--- config.mk ---
export PLATFORM = sky130hd
export DESIGN_NAME = param_stack
export DESIGN_NICKNAME = d
export VERILOG_FILES = /design/src/rtl/param_stack.sv
export SDC_FILE = /design/constraint.sdc
export NUM_CORES = 1
export LEC_CHECK = 0
export ABC_AREA = 1
export BUFFER_PORTS_ARGS = -buffer_cell sky130_fd_sc_hd__buf_4
export CORE_ASPECT_RATIO = 2
export CORE_MARGIN = 4
export CORE_UTILIZATION = 66
export CTS_CLUSTER_SIZE = 10
export DETAILED_ROUTE_END_ITERATION = 10
export GPL_TIMING_DRIVEN = 0
export PLACE_DENSITY = 0.84
export SLEW_MARGIN = 40
export SYNTH_ARGS = -nofsm -noshare
export SYNTH_HDL_FRONTEND = slang
export SYNTH_SLANG_ARGS = --single-unit
--- constraint.sdc ---
create_clock -name clk -period 4.4 [get_ports clk]
set_clock_uncertainty 0.05 [all_clocks]
set_input_delay 0 -clock clk [delete_from_list [all_inputs] [get_ports clk]]
set_output_delay 0 -clock clk [all_outputs]
set_load 0.02 [all_outputs]
--- src/rtl/param_stack.sv ---
// LIFO stack with registered pop data, combinational top peek and sticky error flags.
// Define PARAM_STACK_EDGE_EN to act on rising edges of push/pop instead of level strobes.
module param_stack #(
  parameter  int WIDTH = 2,
  parameter  int DEPTH = 50,
  localparam int CNT_W = $clog2(DEPTH + 1)
) (
  input  logic             clk,
  input  logic             rst,
  input  logic             en,
  input  logic             clr,
  input  logic             push,
  input  logic [WIDTH-1:0] push_val,
  input  logic             pop,
  output logic [WIDTH-1:0] pop_val,
  output logic             pop_valid,
  output logic [WIDTH-1:0] top,
  output logic [CNT_W-1:0] count,
  output logic             full,
  output logic             empty,
  output logic             overflow,
  output logic             underflow
);

  localparam int AW = $clog2(DEPTH);

  logic [WIDTH-1:0] mem [DEPTH];
  logic             push_ev;
  logic             pop_ev;
  logic             push_act;
  logic             pop_act;
  logic             wr_en;
  logic [AW-1:0]    wr_addr;
  logic [AW-1:0]    top_idx;

`ifdef PARAM_STACK_EDGE_EN
  logic push_q;
  logic pop_q;

  // History resets high so an input held through reset release is not an edge.
  always_ff @(posedge clk or negedge rst) begin
    if (!rst) begin
      push_q <= 1'b1;
      pop_q  <= 1'b1;
    end else begin
      push_q <= push;
      pop_q  <= pop;
    end
  end

  assign push_ev = push & ~push_q;
  assign pop_ev  = pop & ~pop_q;
`else
  assign push_ev = push;
  assign pop_ev  = pop;
`endif

  assign push_act = en & ~clr & push_ev;
  assign pop_act  = en & ~clr & pop_ev;

  assign full    = (count == CNT_W'(DEPTH));
  assign empty   = (count == '0);
  assign top_idx = AW'(count - CNT_W'(1));
  assign top     = empty ? '0 : mem[top_idx];

  // A simultaneous push and pop on a non-empty stack overwrites the top in place.
  assign wr_en   = push_act & (pop_act | ~full);
  assign wr_addr = (pop_act & ~empty) ? top_idx : count[AW-1:0];

  always_ff @(posedge clk) begin
    if (wr_en) begin
      mem[wr_addr] <= push_val;
    end
  end

  always_ff @(posedge clk or negedge rst) begin
    if (!rst) begin
      count     <= '0;
      pop_val   <= '0;
      pop_valid <= 1'b0;
      overflow  <= 1'b0;
      underflow <= 1'b0;
    end else if (clr) begin
      count     <= '0;
      pop_val   <= '0;
      pop_valid <= 1'b0;
      overflow  <= 1'b0;
      underflow <= 1'b0;
    end else begin
      pop_val   <= '0;
      pop_valid <= 1'b0;
      if (pop_act) begin
        if (!empty) begin
          pop_val   <= mem[top_idx];
          pop_valid <= 1'b1;
          if (!push_act) begin
            count <= count - CNT_W'(1);
          end
        end else begin
          underflow <= 1'b1;
          if (push_act) begin
            count <= CNT_W'(1);
          end
        end
      end else if (push_act) begin
        if (full) begin
          overflow <= 1'b1;
        end else begin
          count <= count + CNT_W'(1);
        end
      end
    end
  end

endmodule

==> out/results.md <==
| Result | Value | Unit |
|---|---|---|
| Critical path peak fanout | 11 | - |
| Via count of the first global-routing pass | 4,019 | - |
| Overflow left after global routing | 0 | - |
| Critical-path cell list | clkinv_1 > clkbuf_1 > ha_1 > buf_2 > clkinv_1 > clkbuf_1 > nand3_1 > nand3_1 > nand3_1 > nand3_1 > nand3_1 > nand2_1 > inv_1 > buf_4 | - |
| Total placed instance area | 0.00540 | mm2 |
| Maximum number of pins on one net before global-route repair | 51 | - |
| Worst setup path endpoint | top[0] | - |
| Cell at the root of the clock tree | clkbuf_16 | - |
| Max transition margin | 57.1 | % |
| TritonCTS buffer count | 9 | - |
| Source of the worst hold timing path | push_val[1] | - |
| Post-route DRC violation count | 0 | - |
| Commonest non-fill, non-tap cell in the layout | nand2_1 | - |
| Clock Latency Late Sink | 0.35 | ns |
| CP arrival | 3.50 | ns |
| Most frequent CP cell | nand3_1 | - |
| Endpoint kind of the worst setup timing path | output pin | - |
| R2R cell count | 9 | - |
| Placer Congestion | 0.909 | - |
| Critical Path Source Type | register | - |
| Summed area of non-filler cells in the final layout | 0.00574 | mm2 |
| Yosys warning total | 0 | - |
| Count of TritonRoute iterations in the first routing pass | 7 | - |
| Filler Cell Count | 536 | - |
| Clock sink count | 111 | - |
| Max Fclk | 281 | MHz |
| Post-Synthesis Cells | 501 | - |
| Peak supply drop | 0.000377 | V |
| Measured slew at the worst slew-check pin | 0.643 | ns |
| Final period utilization | 80.8 | % |
| Cells resized by post-CTS repair | 0 | - |
| Final total negative setup slack | 0 | ns |
| Number of stages on the worst setup path | 14 | - |
| Die outline height | 133 | um |
| Critical-path top delay cell | clkbuf_1 | - |
| Rows | 45 | - |
| Worst setup slack before clock tree synthesis | 1.20 | ns |
| Stage delay of the slowest cell on the critical path | 0.52 | ns |
| Leakage component of the power | 2.16 | nW |
| Most frequent cells in the layout | 127 x nand2_1, 100 x edfxtp_1, 98 x nand3_1 | - |
| Setup repair after global routing missed its margin | false | - |
| Total instance count after detailed placement | 617 | - |
| First-pass GRT wire length | 19,900 | um |
| Final wirelength | 12,700 | um |
| Time the worst path needs with I/O delays and setup | 3.55 | ns |
| Number of nets at the end of the flow | 548 | - |
| Number of DRC violations after detailed-routing iteration 0 | 451 | - |
| WS Path Type | reg2out | - |
| Antenna-violating nets left | 0 | - |
| Number of vias per cell after detailed routing | 6.25 | - |
| Count of different cell masters after synthesis | 37 | - |
| Total number of H-tree levels | 3 | - |
| Post-CTS repair timing setup buffer count | 0 | - |
| Number of enable-type register cells in the synthesized netlist | 100 | - |
| Filler-free cell count of the finished design | 636 | - |
| Port bufs | 22 | - |
| Register-to-register setup slack | 1.10 | ns |
| Main flop type after synthesis | edfxtp_1 | - |
| Count of endpoints failing hold in the final timing report | 0 | - |
| Clock Path Buffers | 2 | - |
| Power per cell area | 476 | mW/mm2 |
| Class of the worst hold path | in2reg | - |
| Core region area | 0.00760 | mm2 |
| Req. time, crit path | 4.35 | ns |
| Starting density of the core | 67.4 | % |
| Post-synthesis net count | 512 | - |
| Result of the run | complete, no violations | - |
| Kind of cell with the highest combined delay on the critical path | buffers and inverters | - |
| Combined buffer and inverter count along the critical path | 7 | - |
| Gr usage total | 28.5 | % |
| Total standard cell area after synthesis | 0.00512 | mm2 |
| Max Cap Viol | 0 | - |
| Startpoint of the worst-slack reg-to-reg timing path | count[0] | - |
| Area enclosed by the die boundary | 0.00932 | mm2 |
| Ratio of cells with drive above 1 in the final layout | 13.5 | % |
| Post-synthesis sequential element count | 111 | - |
| Area growth from synthesis to layout | 12.1 | % |
| Share of flip-flops with an asynchronous set or reset | 9.91 | % |
| Synth Area per Inst | 10.2 | um2 |
| Critical R2R Capture | mem[29][1] | - |
| I/O pins | 23 | - |
| Sequential area share after synthesis | 64.0 | % |
| Final number of max-transition violations | 0 | - |
| Antenna diode count | 0 | - |
| Antenna violations before repair | 0 | - |
| Detailed-route via count | 3,977 | - |
| Average routed wire per standard cell | 20.0 | um |
| First element of the critical path | count[0] | - |
| Half-perimeter wire length after detailed placement | 8710 | um |
| Die X-Extent | 70.3 | um |
| Worst-path clk slew | 0.07 | ns |
| Final Setup Violations | 0 | - |
| Min setup slack post-route | 0.846 | ns |
| Count of hold buffers inserted by post-cts repair | 3 | - |
| CTS tree | built | - |
[power by group]
group          switching, W  internal (W)
Combinational      0.000525      0.000217
Clock              0.000363      0.000459
Sequential       0.00000965       0.00116
Total              0.000897       0.00183
[synthesized netlist by cell type, drive strengths merged (3+ instances only)]
library cell,n,area (um2)
inv,24,90.1
dfrtp,11,275
o21ai,13,76.3
edfxtp,100,3000
nor2,66,255
nand2,130,495
nand3,104,551
a21oi,5,40.0
clkbuf,8,30.0
ha,3,37.5
nand4,5,37.5
buf,14,83.8
xor2,3,33.8
[state kept, by name (all words and copies together) (netlist names)]
signal,cells
pop_valid,1
overflow,1
underflow,1
count,6
mem,100
pop_val,2
[cell families after synthesis]
| group | Yosys count | synth area share (%) |
|---|---|---|
| flops | 111 | 64.0 |
| xor+xnor | 4 | 0.831 |
| buf+inv | 48 | 4.13 |
| fa+ha+maj | 3 | 0.733 |
| simple gates | 309 | 26.8 |
| mux | 2 | 0.391 |
| compound gates | 24 | 3.08 |
[layout make-up]
cell class | instances | area, um2 | share of cell area [%]
Buffer | 22 | 114 | 1.98
Sequential cell | 111 | 3280 | 57.1
Timing Repair Buffer | 25 | 195 | 3.40
Clock inverter | 6 | 67.6 | 1.18
Tap cell | 94 | 118 | 2.05
Multi-Input combinational cell | 342 | 1630 | 28.4
Inverter | 26 | 97.6 | 1.70
Clock buffer | 10 | 239 | 4.16
[worst min-delay path by stage]
stage	endpoint	slack, ns	cells past startpoint
3_5_place_dp	overflow	-0.21	1
3_3_place_gp	overflow	-0.21	1
6_report	mem[29][1]	0.09	1
4_1_cts	mem[17][1]	0.09	1
2_1_floorplan	count[0]	-0.35	0
5_1_grt	mem[17][1]	0.10	1
[stage by stage]
step	util, %	total power (W)	hold WS [ns]
after floorplan	-	0.00167	-0.346
after global placement	71.1	0.00189	-0.209
after detailed placement	71.1	0.00191	-0.207
after CTS	75.5	0.00272	0.0879
after global routing	75.5	0.00284	0.104
final	75.5	0.00273	0.0878
[per-layer routing]
layer  wire [um]  global-route usage (%)  part of all wire (%)  vias to the layer above
met5           0                       0                     0                        -
met4         875                    22.0                   6.9                        0
met3         945                    4.56                   7.4                       65
met2        6610                    48.6                    52                      236
met1        4300                    30.7                    34                     1880
li1            -                       -                     -                     1796
Note: power is estimated with default switching activity, not from simulation.
